**src/rtl/pmem_burst_pkg.sv**
```systemverilog
// Shared types and constants for the cache-line to burst-bus adapter.
// Line/beat geometry lives here so the top and the beat counter agree on it.
package pmem_burst_pkg;

  localparam int LINE_W      = 256;
  localparam int BURST_W     = 64;
  localparam int BEATS       = LINE_W / BURST_W;
  localparam int CNT_W       = $clog2(BEATS);
  localparam int OFFSET_BITS = 5;
  localparam int ADDR_W      = 32;

  typedef logic [LINE_W-1:0]  line_t;
  typedef logic [BURST_W-1:0] beat_t;
  typedef logic [CNT_W-1:0]   cnt_t;
  typedef logic [ADDR_W-1:0]  addr_t;

  typedef enum logic [1:0] {
    IDLE,
    READ,
    WRITE,
    DONE
  } state_t;

  // Clears the byte-offset bits so every burst starts on a line boundary.
  function automatic addr_t align_addr(input addr_t addr);
    return addr & ~{{(ADDR_W-OFFSET_BITS){1'b0}}, {OFFSET_BITS{1'b1}}};
  endfunction

endpackage

```
**src/rtl/burst_beat_counter.sv**
```systemverilog
// Modulo-N beat counter: counts accepted beats within one burst and flags the
// final beat so the adapter knows when the line transfer is complete.
module burst_beat_counter
  import pmem_burst_pkg::*;
#(
  parameter int N = BEATS,
  parameter int W = $clog2(N)
) (
  input  logic         clk,
  input  logic         rst_n,
  input  logic         inc_i,
  input  logic         clr_i,
  output logic [W-1:0] cnt_o,
  output logic         last_o
);

  logic [W-1:0] cnt_q;
  logic [W-1:0] cnt_d;

  assign last_o = (cnt_q == W'(N - 1));
  assign cnt_o  = cnt_q;

  // NOTE: cnt_d gets a default before any branch so no path leaves it unassigned,
  // which is what keeps this block from inferring a latch.
  always_comb begin
    cnt_d = cnt_q;
    if (clr_i) begin
      cnt_d = '0;
    end else if (inc_i) begin
      cnt_d = last_o ? '0 : cnt_q + 1'b1;
    end
  end

  // NOTE: state registers use non-blocking assignments so every flop samples
  // pre-edge values, independent of statement order across blocks.
  always_ff @(posedge clk) begin
    if (!rst_n) begin
      cnt_q <= '0;
    end else begin
      cnt_q <= cnt_d;
    end
  end

endmodule

```
**src/rtl/pmem_burst_adapter.sv**
```systemverilog
// Converts one 256-bit pmem line request into a 4-beat 64-bit burst and, for
// reads, assembles the returned beats into the line presented upstream.
module pmem_burst_adapter
  import pmem_burst_pkg::*;
(
  input  logic               clk,
  input  logic               rst_n,
  input  logic               pmem_read,
  input  logic               pmem_write,
  input  logic [ADDR_W-1:0]  pmem_address,
  input  logic [LINE_W-1:0]  pmem_wdata,
  output logic [LINE_W-1:0]  pmem_rdata,
  output logic               pmem_resp,
  output logic               burst_read_o,
  output logic               burst_write_o,
  output logic [ADDR_W-1:0]  burst_address_o,
  output logic [BURST_W-1:0] burst_wdata_o,
  input  logic [BURST_W-1:0] burst_rdata_i,
  input  logic               burst_resp_i
);

  state_t state_q;
  addr_t  addr_q;
  line_t  wline_q;
  line_t  rline_q;

  cnt_t   beat_cnt;
  logic   beat_last;
  logic   beat_inc;
  logic   in_burst;

  assign in_burst = (state_q == READ) || (state_q == WRITE);
  assign beat_inc = burst_resp_i && in_burst;

  burst_beat_counter #(
    .N (BEATS),
    .W (CNT_W)
  ) u_beat_counter (
    .clk    (clk),
    .rst_n  (rst_n),
    .inc_i  (beat_inc),
    .clr_i  (state_q == IDLE),
    .cnt_o  (beat_cnt),
    .last_o (beat_last)
  );

  // NOTE: the line registers are reset even though they are wide, because the
  // upstream read line must read as zero after reset, not as stale data.
  always_ff @(posedge clk) begin
    if (!rst_n) begin
      state_q <= IDLE;
      addr_q  <= '0;
      wline_q <= '0;
      rline_q <= '0;
    end else begin
      case (state_q)
        IDLE: begin
          // Write wins when both requests are raised in the same cycle.
          if (pmem_write) begin
            addr_q  <= align_addr(pmem_address);
            wline_q <= pmem_wdata;
            state_q <= WRITE;
          end else if (pmem_read) begin
            addr_q  <= align_addr(pmem_address);
            state_q <= READ;
          end
        end
        READ: begin
          if (burst_resp_i) begin
            rline_q[beat_cnt*BURST_W +: BURST_W] <= burst_rdata_i;
            if (beat_last) begin
              state_q <= DONE;
            end
          end
        end
        WRITE: begin
          if (burst_resp_i && beat_last) begin
            state_q <= DONE;
          end
        end
        DONE: begin
          // Upstream still holds the request it just completed; ignore it.
          state_q <= IDLE;
        end
        default: begin
          state_q <= IDLE;
        end
      endcase
    end
  end

  // All outputs decode registered state only; nothing flows through from pmem_*.
  assign burst_read_o    = (state_q == READ);
  assign burst_write_o   = (state_q == WRITE);
  assign pmem_resp       = (state_q == DONE);
  assign burst_address_o = addr_q;
  assign burst_wdata_o   = (state_q == WRITE) ? wline_q[beat_cnt*BURST_W +: BURST_W] : '0;
  assign pmem_rdata      = rline_q;

endmodule

```
**config.mk**
```make
export PLATFORM = sky130hd
export DESIGN_NAME = pmem_burst_adapter
export DESIGN_NICKNAME = d
export VERILOG_FILES = /design/src/rtl/pmem_burst_pkg.sv /design/src/rtl/burst_beat_counter.sv /design/src/rtl/pmem_burst_adapter.sv
export SDC_FILE = /design/constraint.sdc
export NUM_CORES = 1
export LEC_CHECK = 0
export CAP_MARGIN = 20
export CORE_AREA = 2 2 273 275
export CTS_BUF_LIST = sky130_fd_sc_hd__clkbuf_4 sky130_fd_sc_hd__clkbuf_8
export DETAILED_ROUTE_END_ITERATION = 8
export DIE_AREA = 0 0 275 277
export GPL_TIMING_DRIVEN = 0
export PLACE_DENSITY_LB_ADDON = 0.15
export SKIP_CTS_REPAIR_TIMING = 1
export SYNTH_ARGS = -nofsm -noshare
export SYNTH_HDL_FRONTEND = slang
export SYNTH_HIERARCHICAL = 1
export SYNTH_SLANG_ARGS = --single-unit
```
**constraint.sdc**
```tcl
create_clock -name clk -period 3.15 [get_ports clk]
set_input_delay 0.315 -clock clk [delete_from_list [all_inputs] [get_ports clk]]
set_output_delay 0.315 -clock clk [all_outputs]
set_load 0.01 [all_outputs]
```
==> impl_metrics.env, run 1 <==
export IMPL_outcome="complete, no violations"
export IMPL_timing_critical_path_arrival_ns=2.74
export IMPL_max_transition_margin=0.383
export IMPL_reg2reg_path_depth=9
export IMPL_final_util=0.438
export IMPL_p_int_mw=13.6
export IMPL_route_detailed_wl_per_inst_um=23.3
export IMPL_drt_antenna_violating_nets=0
export IMPL_timing_hold_worst_start="burst_resp_i"
export IMPL_synth_cell_types=38
export IMPL_tightest_slew_ns=0.926
export IMPL_critical_path_endpoint_type="output port"
export IMPL_synth_top_area_share=0.500
export IMPL_nFillCells=7219
export IMPL_drc=0
export IMPL_synth_seq_cells=543
export IMPL_detail_route_first_pass_iterations=5
export IMPL_placement_setup_worst_slack_ns=0.0212
export IMPL_via_count_of_the_first_global_routing_pass=21567
export IMPL_worstPathMaxFanout=10
export IMPL_grt_util_all_layers=0.249
export IMPL_syn_area_um2=21800
export IMPL_netlist_top_cell_by_area="sky130_fd_sc_hd__dfxtp_1"
export IMPL_required_ns=2.83
export IMPL_netlist_instances=2366
export IMPL_place_inst=4040
export IMPL_max_freq_ghz=0.327
export IMPL_grt_pass1_wl_um=140000
export IMPL_whs_endpoint="u_beat_counter/cnt_o[1]"
export IMPL_power_share_switching=0.324
export IMPL_area_growth_synth_to_final_pct=48.2
export IMPL_skew_ns=0.0361
export IMPL_cts_root_buf="sky130_fd_sc_hd__clkbuf_8"
export IMPL_buffer_ports_inserted=700
export IMPL_clk_slew_on_worst_s_h_paths_ns=0.06
export IMPL_die_height_um=277
export IMPL_cts_tree="done"
export IMPL_postSynth_asyncResetShare=0
export IMPL_site_row_count=100
export IMPL_worst_case_clock_buffer_depth=3
export IMPL_totalNegativeSetupSlack_ns=0
export IMPL_power_leakage_nw=12.2
export IMPL_final_hold_viol_count=0
export IMPL_p_sw_mw=6.52
export IMPL_hold_path_cell_count=4
export IMPL_synth_top_cells_by_area="sky130_fd_sc_hd__dfxtp_1 50%, sky130_fd_sc_hd__nand2_1 12%, sky130_fd_sc_hd__a21boi_0 9.8%"
export IMPL_power_frac_comb=0.254
export IMPL_detailroute_via_count=20897
export IMPL_min_path_type="primary input to flop"
export IMPL_timing_max_cap_violations=0
export IMPL_worst_setup_path_type="flop to output port"
export IMPL_power_ir_vdd_worst_mv=0.316
export IMPL_reg2reg_setup_slack_ns=0.32
export IMPL_clkPwrFrac=0.346
export IMPL_post_route_period_util=0.971
export IMPL_antenna_found_initial=20
export IMPL_post_route_worst_setup_slack_ns=0.0901
export IMPL_grt_start_max_net_pins=16
export IMPL_synth_top_flop_cell="sky130_fd_sc_hd__dfxtp_1"
export IMPL_final_period_minus_worst_setup_slack_ns=3.06
export IMPL_setup_viol=0
export IMPL_synth_yosys_seq_area_share=0.500
export IMPL_synth_edff_count=0
export IMPL_floorplan_core_area_um2=73600
export IMPL_synthesis_area_per_instance_um2=9.19
export IMPL_globalplace_congestion=0.907
export IMPL_hpwlAfterDp_um=76100
export IMPL_fin_nets=3542
export IMPL_power_share_sequential=0.401
export IMPL_rr_startpoint="u_beat_counter/cnt_o[1]"
export IMPL_r2r_end="pmem_rdata[120]"
export IMPL_cts_buffers_inserted=98
export IMPL_grt_overflow_total=0
export IMPL_yosysWarningCount=6
export IMPL_route_final_wire_length_um=98400
export IMPL_drive_gt1_frac=0.105
export IMPL_post_drt_via_cell_ratio=4.95
export IMPL_power_per_cell_area_nw_per_um2=625
export IMPL_clock_insertion_delay_worst_skew_ns=0.72
export IMPL_cp_start_kind="flop"
export IMPL_cts_max_level=3
export IMPL_total_die_area_um2=76200
export IMPL_fin_max_slew_vios=0
export IMPL_floorplan_io_pins=712
export IMPL_layoutNonFillerInstCount=4225
export IMPL_floorplan_die_width_um=275
export IMPL_detail_route_iter0_violations=1096
export IMPL_initial_utilization=0.296
export IMPL_tritoncts_num_sinks=543
export IMPL_grt_setup_unrepaired="yes"
[through the flow]
step / hold slack [ns] / instance area [µm²] / power (mW)
after global routing: 0.149 / 32200 / 21.1
after global placement: 0.448 / 30000 / 13.2
after floorplan: 0.440 / 21800 / 10.9
after detailed placement: 0.456 / 30000 / 13.3
final: 0.161 / 32200 / 20.2
after CTS: 0.0858 / 32000 / 20.3
[state kept, by name, indices dropped and copies added, names as in the netlist]
register and count:
burst_address_o 27, pmem_rdata 256, state_q 2, u_beat_counter/cnt_o 2
wline_q 256
[critical path, cell delays in order, from the launching register on]
cell and delay [ns]:
sky130_fd_sc_hd__dfxtp_4 0.38, sky130_fd_sc_hd__buf_6 0.16, sky130_fd_sc_hd__buf_12 0.17, sky130_fd_sc_hd__buf_12 0.16, sky130_fd_sc_hd__mux4_2 0.49, sky130_fd_sc_hd__and2_1 0.19
sky130_fd_sc_hd__clkdlybuf4s50_1 0.49
[logic make-up after synthesis]
kind of cell               synth area share
AOI/OAI and AO/OA                     0.180
adders and majority gates           0.00575
buffers and inverters                0.0523
and+or+nand+nor                       0.195
muxes                                0.0672
DFF                                   0.500
other                              0.000172
[layer usage]
layer | GRT usage | wire (µm) | vias to the layer above
met1 | 0.286 | 38800 | 10127
met4 | 0.104 | 3840 | 18
li1 | - | - | 9768
met5 | 0 | 103 | -
met3 | 0.0741 | 7720 | 205
met2 | 0.428 | 47900 | 779
[final cells by class]
cell class                 count  area, µm²  share of cell area
clock inverter                16        159             0.00493
tap                          969       1210              0.0376
multi-input combinational   1601       9760               0.303
clock buffer                 153       1870              0.0579
timing repair buffer         705       7150               0.222
antenna                       12       30.0            0.000931
inverter                       5       18.8            0.000582
sequential                   543      10900               0.337
buffer                       221       1160              0.0360
[worst max-delay path by stage]
stage	endpoint	depth (start not counted)	from	slack, ns
4_1_cts	burst_wdata_o[33]	5	u_beat_counter/cnt_o[1]	-0.61
3_3_place_gp	wline_q[160]	5	rst_n	-0.008
2_1_floorplan	pmem_rdata[250]	10	u_beat_counter/cnt_o[0]	0.95
3_5_place_dp	pmem_rdata[120]	9	u_beat_counter/cnt_o[1]	0.02
5_1_grt	burst_wdata_o[46]	6	u_beat_counter/cnt_o[0]	-0.01
6_report	burst_wdata_o[46]	6	u_beat_counter/cnt_o[0]	0.09
[Yosys cell counts (2+ instances only)]
| library cell | number |
|---|---|
| sky130_fd_sc_hd__clkbuf_1 | 131 |
| sky130_fd_sc_hd__nand2_1 | 696 |
| sky130_fd_sc_hd__and2_1 | 67 |
| sky130_fd_sc_hd__dfxtp_1 | 543 |
| sky130_fd_sc_hd__nor2b_1 | 97 |
| sky130_fd_sc_hd__mux2i_1 | 2 |
| sky130_fd_sc_hd__buf_4 | 30 |
| sky130_fd_sc_hd__mux4_2 | 64 |
| sky130_fd_sc_hd__buf_1 | 5 |
| sky130_fd_sc_hd__a21boi_0 | 283 |
| sky130_fd_sc_hd__inv_1 | 5 |
| sky130_fd_sc_hd__nand3_1 | 100 |
| sky130_fd_sc_hd__nor2_1 | 2 |
| sky130_fd_sc_hd__o21ai_0 | 97 |
| sky130_fd_sc_hd__buf_2 | 46 |
| sky130_fd_sc_hd__buf_12 | 6 |
| sky130_fd_sc_hd__o22ai_1 | 64 |
| sky130_fd_sc_hd__a32oi_1 | 96 |
| sky130_fd_sc_hd__nand2b_1 | 2 |
| sky130_fd_sc_hd__buf_6 | 3 |
| sky130_fd_sc_hd__ha_1 | 10 |
[placed cells by master, fill, tap and decap left out, types with 64 or more instances in the layout]
cell type	n
sky130_fd_sc_hd__mux4_2	64
sky130_fd_sc_hd__nand3_1	100
sky130_fd_sc_hd__a21boi_0	283
sky130_fd_sc_hd__a32oi_1	96
sky130_fd_sc_hd__o22ai_1	64
sky130_fd_sc_hd__clkdlybuf4s50_1	659
sky130_fd_sc_hd__o21ai_0	97
sky130_fd_sc_hd__clkbuf_1	119
sky130_fd_sc_hd__clkbuf_8	115
sky130_fd_sc_hd__and2_1	67
sky130_fd_sc_hd__nand2_1	696
sky130_fd_sc_hd__nor2b_1	97
sky130_fd_sc_hd__dfxtp_1	541
[power groups by stage]
stage	sequential, mW	combinational, mW	clock, mW
global placement	8.18	5.05	0
finish	8.08	5.12	6.97
detailed placement	8.21	5.13	0
CTS	8.07	5.14	7.12
floorplan	8.15	2.74	0
global route	8.15	5.57	7.42
No activity file was read; power rests on OpenSTA's default activity.
==> inputs of run 2 (changes only) <==
- SETUP_SLACK_MARGIN: unset -> 0.15
==> impl_metrics.env, run 2 (synthesis results as in run 1) <==
export IMPL_timing_critical_path_arrival_ns=2.56
export IMPL_timing_max_cap_violations=0
export IMPL_detail_route_first_pass_iterations=6
export IMPL_outcome="complete, no violations"
export IMPL_drt_antenna_violating_nets=0
export IMPL_tightest_slew_ns=0.924
export IMPL_critical_path_endpoint_type="output port"
export IMPL_totalNegativeSetupSlack_ns=0
export IMPL_grt_setup_unrepaired="no"
export IMPL_grt_pass1_wl_um=140000
export IMPL_crit_path_max_incr_delay_ns=0.49
export IMPL_mostFrequentLayoutCells="696 x sky130_fd_sc_hd__nand2_1, 643 x sky130_fd_sc_hd__clkdlybuf4s50_1, 541 x sky130_fd_sc_hd__dfxtp_1, 283 x sky130_fd_sc_hd__a21boi_0, 118 x sky130_fd_sc_hd__clkbuf_1"
export IMPL_via_count_of_the_first_global_routing_pass=21567
export IMPL_worst_path_most_repeated_cell="sky130_fd_sc_hd__buf_12"
export IMPL_site_row_count=100
export IMPL_area_growth_synth_to_final_pct=48.8
export IMPL_post_drt_via_cell_ratio=4.93
export IMPL_detailroute_via_count=20846
export IMPL_clk_slew_on_worst_s_h_paths_ns=0.06
export IMPL_cts_buffers_inserted=98
export IMPL_final_period_minus_worst_setup_slack_ns=2.87
export IMPL_die_height_um=277
export IMPL_max_freq_ghz=0.348
export IMPL_worst_case_clock_buffer_depth=3
export IMPL_hpwlAfterDp_um=76100
export IMPL_skew_ns=0.0352
export IMPL_critical_path_n_buffers_inverters=3
export IMPL_min_path_type="primary input to flop"
export IMPL_floorplan_io_pins=712
export IMPL_tritoncts_num_sinks=543
export IMPL_worstPathMaxFanout=10
export IMPL_critical_path_top_delay_family="buffers and inverters"
export IMPL_place_inst=4040
export IMPL_globalplace_congestion=0.907
export IMPL_power_leakage_nw=12.5
export IMPL_route_final_wire_length_um=98400
export IMPL_floorplan_die_width_um=275
export IMPL_antenna_found_initial=20
export IMPL_post_route_period_util=0.913
export IMPL_final_hold_viol_count=0
export IMPL_crit_slowest_cell="sky130_fd_sc_hd__mux4_2"
export IMPL_worst_setup_path_type="flop to output port"
export IMPL_initial_utilization=0.296
export IMPL_layoutNonFillerInstCount=4228
export IMPL_buffer_ports_inserted=700
export IMPL_grt_util_all_layers=0.249
export IMPL_drc=0
export IMPL_total_die_area_um2=76200
export IMPL_drive_gt1_frac=0.107
export IMPL_setup_viol=0
export IMPL_timing_critical_path_cells="buf_12, buf_12, mux4_2, and2_1, clkdlybuf4s50_1"
export IMPL_layout_cells_most_common="sky130_fd_sc_hd__nand2_1"
export IMPL_power_ir_vdd_worst_mv=0.315
export IMPL_grt_overflow_total=0
export IMPL_floorplan_core_area_um2=73600
export IMPL_required_ns=2.83
export IMPL_cts_max_level=3
export IMPL_clock_insertion_delay_worst_skew_ns=0.69
export IMPL_power_per_cell_area_nw_per_um2=624
export IMPL_route_detailed_wl_per_inst_um=23.3
export IMPL_max_transition_margin=0.384
export IMPL_cts_root_buf="sky130_fd_sc_hd__clkbuf_8"
export IMPL_fin_total_pwr_mw=20.2
export IMPL_cp_start_kind="flop"
export IMPL_cts_tree="done"
export IMPL_detail_route_iter0_violations=1196
export IMPL_fin_max_slew_vios=0
export IMPL_fin_nets=3547
export IMPL_nFillCells=7209
export IMPL_grt_start_max_net_pins=16
export IMPL_timing_hold_ws_ns=0.157
[run 2: changes by cell type in the layout (fill, tap and decap cells not counted), moves of 2 or more]
cell | previous run | this run
sky130_fd_sc_hd__buf_12 | 6 | 8
sky130_fd_sc_hd__buf_4 | 35 | 38
sky130_fd_sc_hd__clkdlybuf4s50_1 | 659 | 643
sky130_fd_sc_hd__diode_2 | 12 | 10
sky130_fd_sc_hd__dlymetal6s2s_1 | 41 | 57
[run 2: final timing paths]
path,start,end,slack (ns),cells past startpoint
setup / recovery,u_beat_counter/cnt_o[0],burst_wdata_o[13],0.28,5
hold / removal,burst_resp_i,u_beat_counter/cnt_o[1],0.16,4
setup reg to reg,u_beat_counter/cnt_o[1],pmem_rdata[10],0.39,8
hold reg to reg,wline_q[46],wline_q[46],0.46,2
[run 2: metal layers]
layer / up-vias / GRT usage / part of all wire
met1: 10048 / 0.286 / 0.39
met3: 208 / 0.0741 / 0.080
li1: 9769 / - / -
met2: 803 / 0.428 / 0.49
met4: 18 / 0.104 / 0.040
met5: - / 0 / 0.0011
[run 2: area by class of cell]
type                            count  area, µm²  share of cell area
Clock buffer                      153       1870              0.0577
Tap cell                          969       1210              0.0375
Inverter                            5       18.8            0.000580
Buffer                            221       1190              0.0367
Multi-Input combinational cell   1601       9770               0.302
Clock inverter                     16        159             0.00491
Sequential cell                   543      10900               0.336
Antenna cell                       10       25.0            0.000773
Timing Repair Buffer              710       7250               0.224
[run 2: report_power, final]
| part | internal, mW | leakage [nW] | switching (mW) |
|---|---|---|---|
| clock network | 3.86 | 1.08 | 3.12 |
| registers | 7.65 | 4.42 | 0.428 |
| logic | 2.15 | 6.99 | 2.99 |
[run 2: worst min-delay path: stages]
cell and delay, ns:
sky130_fd_sc_hd__buf_2 0.15, sky130_fd_sc_hd__and2_1 0.18, sky130_fd_sc_hd__mux2i_1 0.08, sky130_fd_sc_hd__nor2_1 0.07
[run 2: stage by stage]
| step | utilization | setup WS [ns] | instance area (µm²) |
|---|---|---|---|
| floorplan | - | 0.946 | 21800 |
| global route | 0.440 | 0.157 | 32400 |
| finish | 0.440 | 0.275 | 32400 |
| detailed placement | 0.408 | 0.0212 | 30000 |
| global placement | 0.408 | -0.00849 | 30000 |
| CTS | 0.435 | -0.611 | 32000 |
